===== src/rtl/ysyx_24100013_rf_wb_arbiter_pkg.sv =====
// Shared widths, channel indices and small helpers for the register-file
// writeback arbiter and its scoreboard.
package ysyx_24100013_rf_wb_arbiter_pkg;

  localparam int ADDR_WIDTH_DEF = 5;
  localparam int DATA_WIDTH_DEF = 32;

  localparam logic CH_EXU = 1'b0;
  localparam logic CH_LSU = 1'b1;

  typedef enum logic {
    GRANT_EXU = CH_EXU,
    GRANT_LSU = CH_LSU
  } grant_ch_e;

  // The round-robin pointer always moves to the channel that just lost.
  function automatic logic other_ch(input logic ch);
    return ~ch;
  endfunction

endpackage


===== src/rtl/ysyx_24100013_rf_scoreboard.sv =====
// Per-register busy bits tracking issued-but-not-written-back destinations.
// Register 0 never becomes busy; a set on the same edge as a clear wins.
module ysyx_24100013_rf_scoreboard
  import ysyx_24100013_rf_wb_arbiter_pkg::*;
#(
  parameter int ADDR_WIDTH = ADDR_WIDTH_DEF
) (
  input  logic                  clk,
  input  logic                  rst_n,
  input  logic                  set_en,
  input  logic [ADDR_WIDTH-1:0] set_idx,
  input  logic                  clr_en,
  input  logic [ADDR_WIDTH-1:0] clr_idx,
  input  logic [ADDR_WIDTH-1:0] rd_idx1,
  output logic                  rd_busy1,
  input  logic [ADDR_WIDTH-1:0] rd_idx2,
  output logic                  rd_busy2,
  input  logic [ADDR_WIDTH-1:0] waw_idx,
  output logic                  waw_busy
);

  localparam int NREG = 1 << ADDR_WIDTH;

  logic [NREG-1:0] busy;

  assign busy[0] = 1'b0;

  genvar gi;
  generate
    for (gi = 1; gi < NREG; gi++) begin : g_busy
      logic bit_reg;
      logic bit_next;
      logic hit_set;
      logic hit_clr;

      assign hit_set = set_en && (set_idx == ADDR_WIDTH'(gi));
      assign hit_clr = clr_en && (clr_idx == ADDR_WIDTH'(gi));

      always_comb begin
        bit_next = bit_reg;
        if (hit_set) begin
          bit_next = 1'b1;
        end else if (hit_clr) begin
          bit_next = 1'b0;
        end
      end

      always_ff @(posedge clk or negedge rst_n) begin
        if (!rst_n) begin
          bit_reg <= 1'b0;
        end else begin
          bit_reg <= bit_next;
        end
      end

      assign busy[gi] = bit_reg;
    end
  endgenerate

  assign rd_busy1 = busy[rd_idx1];
  assign rd_busy2 = busy[rd_idx2];
  assign waw_busy = busy[waw_idx];

endmodule


===== src/rtl/ysyx_24100013_rf_wb_arbiter.sv =====
// Round-robin arbiter between EXU and LSU writebacks into a registered
// register-file write port, plus issue-side WAW/RAW tracking.
module ysyx_24100013_rf_wb_arbiter
  import ysyx_24100013_rf_wb_arbiter_pkg::*;
#(
  parameter int ADDR_WIDTH = ADDR_WIDTH_DEF,
  parameter int DATA_WIDTH = DATA_WIDTH_DEF
) (
  input  logic                  clk,
  input  logic                  rst_n,
  input  logic                  exu_valid,
  output logic                  exu_ready,
  input  logic [ADDR_WIDTH-1:0] exu_rd,
  input  logic [DATA_WIDTH-1:0] exu_data,
  input  logic                  lsu_valid,
  output logic                  lsu_ready,
  input  logic [ADDR_WIDTH-1:0] lsu_rd,
  input  logic [DATA_WIDTH-1:0] lsu_data,
  input  logic                  iss_valid,
  output logic                  iss_ready,
  input  logic [ADDR_WIDTH-1:0] iss_rd,
  input  logic [ADDR_WIDTH-1:0] rs1,
  input  logic [ADDR_WIDTH-1:0] rs2,
  output logic                  hazard1,
  output logic                  hazard2,
  output logic                  rf_wen,
  output logic [ADDR_WIDTH-1:0] rf_rd,
  output logic [DATA_WIDTH-1:0] rf_wdata
);

  logic                  ptr_reg;
  logic                  ptr_next;
  logic                  rf_wen_reg;
  logic                  rf_wen_next;
  logic [ADDR_WIDTH-1:0] rf_rd_reg;
  logic [ADDR_WIDTH-1:0] rf_rd_next;
  logic [DATA_WIDTH-1:0] rf_wdata_reg;
  logic [DATA_WIDTH-1:0] rf_wdata_next;

  logic      exu_grant;
  logic      lsu_grant;
  logic      wb_fire;
  grant_ch_e win_ch;

  logic      busy1;
  logic      busy2;
  logic      waw_busy;
  logic      iss_fire;

  // Grants are forced low while in reset so nothing can be accepted then.
  always_comb begin
    exu_grant = 1'b0;
    lsu_grant = 1'b0;
    if (rst_n) begin
      if (exu_valid && lsu_valid) begin
        exu_grant = (ptr_reg == CH_EXU);
        lsu_grant = (ptr_reg == CH_LSU);
      end else begin
        exu_grant = exu_valid;
        lsu_grant = lsu_valid;
      end
    end
  end

  assign exu_ready = exu_grant;
  assign lsu_ready = lsu_grant;
  assign wb_fire   = exu_grant || lsu_grant;
  assign win_ch    = lsu_grant ? GRANT_LSU : GRANT_EXU;

  always_comb begin
    ptr_next      = ptr_reg;
    rf_wen_next   = 1'b0;
    rf_rd_next    = rf_rd_reg;
    rf_wdata_next = rf_wdata_reg;
    if (wb_fire) begin
      ptr_next = other_ch(logic'(win_ch));
      if (win_ch == GRANT_LSU) begin
        rf_rd_next    = lsu_rd;
        rf_wdata_next = lsu_data;
        rf_wen_next   = (lsu_rd != '0);
      end else begin
        rf_rd_next    = exu_rd;
        rf_wdata_next = exu_data;
        rf_wen_next   = (exu_rd != '0);
      end
    end
  end

  always_ff @(posedge clk or negedge rst_n) begin
    if (!rst_n) begin
      ptr_reg      <= CH_EXU;
      rf_wen_reg   <= 1'b0;
      rf_rd_reg    <= '0;
      rf_wdata_reg <= '0;
    end else begin
      ptr_reg      <= ptr_next;
      rf_wen_reg   <= rf_wen_next;
      rf_rd_reg    <= rf_rd_next;
      rf_wdata_reg <= rf_wdata_next;
    end
  end

  assign rf_wen   = rf_wen_reg;
  assign rf_rd    = rf_rd_reg;
  assign rf_wdata = rf_wdata_reg;

  // Busy bits are cleared asynchronously, so the lookups already read 0 in reset.
  assign iss_ready = !waw_busy;
  assign iss_fire  = iss_valid && iss_ready && (iss_rd != '0);
  assign hazard1   = busy1;
  assign hazard2   = busy2;

  ysyx_24100013_rf_scoreboard #(
    .ADDR_WIDTH(ADDR_WIDTH)
  ) u_scoreboard (
    .clk      (clk),
    .rst_n    (rst_n),
    .set_en   (iss_fire),
    .set_idx  (iss_rd),
    .clr_en   (rf_wen_reg),
    .clr_idx  (rf_rd_reg),
    .rd_idx1  (rs1),
    .rd_busy1 (busy1),
    .rd_idx2  (rs2),
    .rd_busy2 (busy2),
    .waw_idx  (iss_rd),
    .waw_busy (waw_busy)
  );

endmodule


===== config.mk =====
export PLATFORM = sky130hd
export DESIGN_NAME = ysyx_24100013_rf_wb_arbiter
export DESIGN_NICKNAME = d
export VERILOG_FILES = /design/src/rtl/ysyx_24100013_rf_wb_arbiter_pkg.sv /design/src/rtl/ysyx_24100013_rf_scoreboard.sv /design/src/rtl/ysyx_24100013_rf_wb_arbiter.sv
export SDC_FILE = /design/constraint.sdc
export NUM_CORES = 1
export LEC_CHECK = 0
export BUFFER_PORTS_ARGS = -buffer_cell sky130_fd_sc_hd__buf_2
export CORE_MARGIN = 2
export CORE_UTILIZATION = 55
export CTS_CLUSTER_SIZE = 30
export DETAILED_ROUTE_END_ITERATION = 10
export GPL_ROUTABILITY_DRIVEN = 1
export MAX_ROUTING_LAYER = met4
export PLACE_DENSITY = 0.86
export REMOVE_ABC_BUFFERS = 1
export SETUP_SLACK_MARGIN = 0.15
export SLEW_MARGIN = 25
export SYNTH_ARGS = -nofsm -noshare
export SYNTH_HDL_FRONTEND = slang
export SYNTH_SLANG_ARGS = --single-unit

===== constraint.sdc =====
create_clock -name clk -period 7.4 [get_ports clk]
set_input_delay 1.85 -clock clk [delete_from_list [all_inputs] [get_ports clk]]
set_output_delay 1.85 -clock clk [all_outputs]
set_load 0.1 [all_outputs]

## Word level (Yosys, flattened, before mapping)

Index checks and enable logic that the tools add are counted.

- Word-level logic and storage cells: 280
- Bits of input ports: 94
- Output and inout port bits: 43
- Flip-flop bits (word level): 70

- Equal/unequal tests: 62
- Reduce and logical (&&, ||, !) cells: 101
- Mux-type cells: 77
- Bitwise logic cells: 2
- Magnitude comparators: 3

Operators by type and width:

| kind | count |
|---|---|
| == test 5 bit, second input constant | 32 |
| == test 5 x 4 -> 1 bit, second input constant | 16 |
| 2-to-1 mux 1 bit | 72 |
| logical AND 1 bit | 65 |
| nonzero test 2 bit | 31 |
| == test 5 x 3 -> 1 bit, second input constant | 8 |
| 2-to-1 mux 32 bit | 1 |
| == test 5 x 2 -> 1 bit, second input constant | 4 |
| less-than comparator 5 x 6 -> 1 bit, second input constant | 3 |
| binary-select mux 1 bit (select 5 bit) | 3 |
| nonzero test 5 bit | 3 |
| == test 5 x 1 -> 1 bit, second input constant | 2 |
| 2-to-1 mux 5 bit | 1 |
| inverter 1 bit | 2 |
| zero test 1 bit | 1 |
| logical OR 1 bit | 1 |

## Depth between registers and ports, before layout

- Word-level depth: 7
- Depth in mapped cells: 8
- Gate-level depth less buffers: 5

## By module

From an unflattened synthesis, not the netlist that was laid out.

- Cell total of the unflattened synthesis: 456
- Area, all modules: 4112.7 um^2

By module, submodules not included:

| module | area each (um^2) | sequential area each (um^2) | cells each | instances |
|---|---|---|---|---|
| ysyx_24100013_rf_scoreboard | 2182.1 | 775.7 | 236 | 1 |
| ysyx_24100013_rf_wb_arbiter | 1930.6 | 975.9 | 220 | 1 |

## Worst setup path after synthesis

OpenSTA, ideal clock, no wires.

- Kind: input port to output port
- Start point: input rs1[1]
- End point: output hazard1
- Data required time: 5.550 ns
- Arrival time: 3.536 ns
- Stages on the path: 6
- Path buffers: 1
- Path slack: 2.014 ns
- Path through: clkbuf_1 > mux2_2 > nand2_1 > o21ai_0 > mux4_2 > mux2_2

- Word-level cells in the longest chain between the ends: 2

RTL lines:

| element | RTL line | source |
|---|---|---|
| from (decl) | ysyx_24100013_rf_wb_arbiter.sv:22 | `input logic [ADDR_WIDTH-1:0] rs1,` |
| binary-select mux 1 bit (select 5 bit) | ysyx_24100013_rf_scoreboard.sv:60 | `assign rd_busy1 = busy[rd_idx1];` |
| 2-to-1 mux 1 bit (not written as such) | ysyx_24100013_rf_scoreboard.sv:60 |  |
| to (decl) | ysyx_24100013_rf_wb_arbiter.sv:24 | `output logic hazard1,` |

No other way between the ends. The select of a mux whose other input is x is not followed.

## Worst setup path in the final report

- Start point: input iss_rd[1]
- End point: output iss_ready

- Word-level cells in the longest chain between the ends: 3

RTL lines:

| element | RTL line | source |
|---|---|---|
| from (decl) | ysyx_24100013_rf_wb_arbiter.sv:21 | `input logic [ADDR_WIDTH-1:0] iss_rd,` |
| binary-select mux 1 bit (select 5 bit) | ysyx_24100013_rf_scoreboard.sv:62 | `assign waw_busy = busy[waw_idx];` |
| 2-to-1 mux 1 bit (not written as such) | ysyx_24100013_rf_scoreboard.sv:62 |  |
| zero test 1 bit | ysyx_24100013_rf_wb_arbiter.sv:108 | `assign iss_ready = !waw_busy;` |
| to (decl) | ysyx_24100013_rf_wb_arbiter.sv:20 | `output logic iss_ready,` |

No other way between the ends. The select of a mux whose other input is x is not followed.

==> metrics.yaml <==
power:
  powerDensity_mw_per_mm2: 369
  power_report.internal_total_uw: 962
  ir_drop_mv: 0.230
  comb_power_share_pct: 46.4
  pwr-share-clk_pct: 18.9
  p_leak_uw: 0.00227
  seqPwrFrac_pct: 34.7
  p_switching_uw: 862
  swShare_pct: 47.3
drt:
  drt_first_pass_iters: 5
  drt_iter0_markers: 309
  routed-via-count: 3557
  drc: 0
  via_per_inst: 5.95
  drt_wl_total_mm: 10.7
  wl_per_cell_um: 18.0
  drtAntennaViolNets: 0
worst_setup_path:
  cp_data_required_time_ns: 5.55
  worstPathCellList: "buf_2 -> mux4_1 -> mux2_2 -> nand2_2 -> a31oi_4 -> inv_2 -> buf_2"
  cp.buffers_inverters: 3
  worst-path-max-fanout: 32
  reg2reg_slack_ns: 5.26
  crit_type: "input pin to output port"
  slowest_stage: "mux4_1"
  max_stage_delay_ns: 0.60
  cp_data_arrival_time_ns: 4.03
  cp.depth: 7
  critical-path-top-delay-family: "multiplexers"
  cp-end-kind: "output port"
  crit_top_cell: "buf_2"
  critPathLaunchType: "input pin"
  reg2regPathDepth: 5
clock_network:
  post_cts_resized: 0
  clock-root-buffer: "clkbuf_8"
  cts_buffers: 9
  cts_setup_buffers: 0
  cts_tree: "yes"
  cts-htree-levels: 3
  path_clk_slew_ns: 0.08
  clockBufferDepth: 2
  cts_hold_buf: 0
  clock_latency_ns: 0.34
  cts_sinks: 70
finish:
  largest_register_ffs: 32
  fin_nets: 588
  diodes: 0
  final_core_util_pct: 68.8
  area_growth_pct: 22.6
  final_layout_size_suffix_gt1_share_pct: 37.7
placement:
  routabilityCongestion: 0.866
  port_buffers: 136
  hpwl_mm: 7.92
run_status:
  outcome: "complete, no violations"
synthesis:
  ys_top_cells_by_area: "dfrtp_1 (43%), mux4_2 (11%), mux2i_1 (9.9%)"
  synth_edf_count: 0
  yosysTopAreaCell: "dfrtp_1"
  yosysTopAreaCellShare_pct: 43.5
  synthArstFlopShare_pct: 100
  ys_top_cells_by_count: "o21ai_0 (72), dfrtp_1 (70), nand2_1 (51)"
  synth_most_common_cell: "o21ai_0"
  synth_seq_area_share_pct: 43.5
  ys_types: 39
  synth_ff_type: "dfrtp_1"
  synth-warning-count: 0
  avgSynthCellArea_um2: 10.8
  synthCells: 373
  synth_area_mm2: 0.00403
  synth-seq-cells: 70
timing:
  rsz0062_at_grt: "no"
  drv_slew: 0
  period_share_pct: 79.5
  fin_worst_skew_ns: 0.0102
  relSlewSlack_pct: 38.7
  max_freq_mhz: 170
  setup_viol_count_final: 0
  fin_crit_ns: 5.88
  setup-tns-final_ns: 0
  worst_slew_pin_slew_ns: 0.919
  finalHoldViolations: 0
min_path:
  min_delay_path_depth: 1
  hp-class: "flip-flop to flip-flop"
global_route:
  grt_pass1_wl_mm: 17.1
  track_usage_pct: 29.0
  grt_max_degree: 77
  antenna_found_initial: 0
  grt_overflow: 0
  grt_pass1_vias: 3522
floorplanning:
  core_mm2: 0.00718
  fp.dieH_um: 89.6
  rows: 31
  start_util_pct: 56.1
  die_x_um: 89.6
  pin_count: 137
  die_area_mm2: 0.00803
flow_run:
  drv_cap: 0
==> power by group through the flow <==
| stage | clock (uW) | combinational, uW | sequential, uW |
|---|---|---|---|
| floorplan | 0 | 375 | 902 |
| global placement | 0 | 826 | 628 |
| detailed placement | 0 | 846 | 636 |
| CTS | 350 | 849 | 630 |
| global route | 365 | 898 | 651 |
| finish | 345 | 847 | 633 |
==> per-layer routing <==
metal / vias up / share of wire, % / GRT usage [%]
li1: 1644 / - / -
met1: 1723 / 40 / 37.3
met2: 171 / 49 / 45.6
met3: 19 / 8.7 / 7.40
met4: 0 / 1.4 / 8.96
met5: - / 0 / -
==> metrics by stage <==
step | setup WS, ns | power, uW | hold slack (ns) | area [um2] | std cells
floorplan | -0.0253 | 1280 | 0.480 | 3870 | 344
global placement | 1.58 | 1450 | 0.497 | 4720 | 582
detailed placement | 1.52 | 1480 | 0.514 | 4720 | 582
CTS | 1.52 | 1830 | 0.525 | 4940 | 598
global route | 1.42 | 1910 | 0.571 | 4940 | 598
finish | 1.52 | 1820 | 0.530 | 4940 | 598
==> kinds of logic after synthesis <==
family / count (synthesis) / share of synthesized area, %
flops: 70 / 43.5
simple gates: 91 / 11.1
buf+inv: 32 / 4.13
compound gates: 112 / 16.8
mux: 68 / 24.5
==> cell usage in the layout, fill, tap and decap left out, drive strengths merged, types with 2 or more instances in the layout <==
cell type,count
a21oi,2
a31oi,3
buf,139
bufinv,2
clkbuf,11
dfrtp,70
inv,4
mux2,5
mux2i,40
mux4,23
nand2,52
nand2b,4
nand3,8
nand3b,3
nand4,2
nand4b,2
nor2,3
nor2b,6
nor3,3
nor3b,2
o21ai,72
o31ai,31
or2,2
or4,2
==> worst paths after layout <==
path | from | end
max | iss_rd[1] | iss_ready
min | ptr_reg | ptr_reg
max reg2reg | u_scoreboard.g_busy[7].bit_reg | u_scoreboard.g_busy[25].bit_reg
min reg2reg | ptr_reg | ptr_reg
max in group asynchronous | rst_n | rf_wdata[2]
min in group asynchronous | rst_n | rf_wdata[19]
==> final cells by class <==
| class | instances | area, um2 |
|---|---|---|
| well taps | 99 | 124 |
| inverters | 3 | 11.3 |
| clock buffers | 11 | 141 |
| multi-input cells | 271 | 2130 |
| flip-flops and latches | 70 | 1750 |
| repair buffers | 139 | 703 |
| fillers | 542 | 2240 |
| clock inverters | 5 | 81.3 |
(Power assumes the default switching activity.)
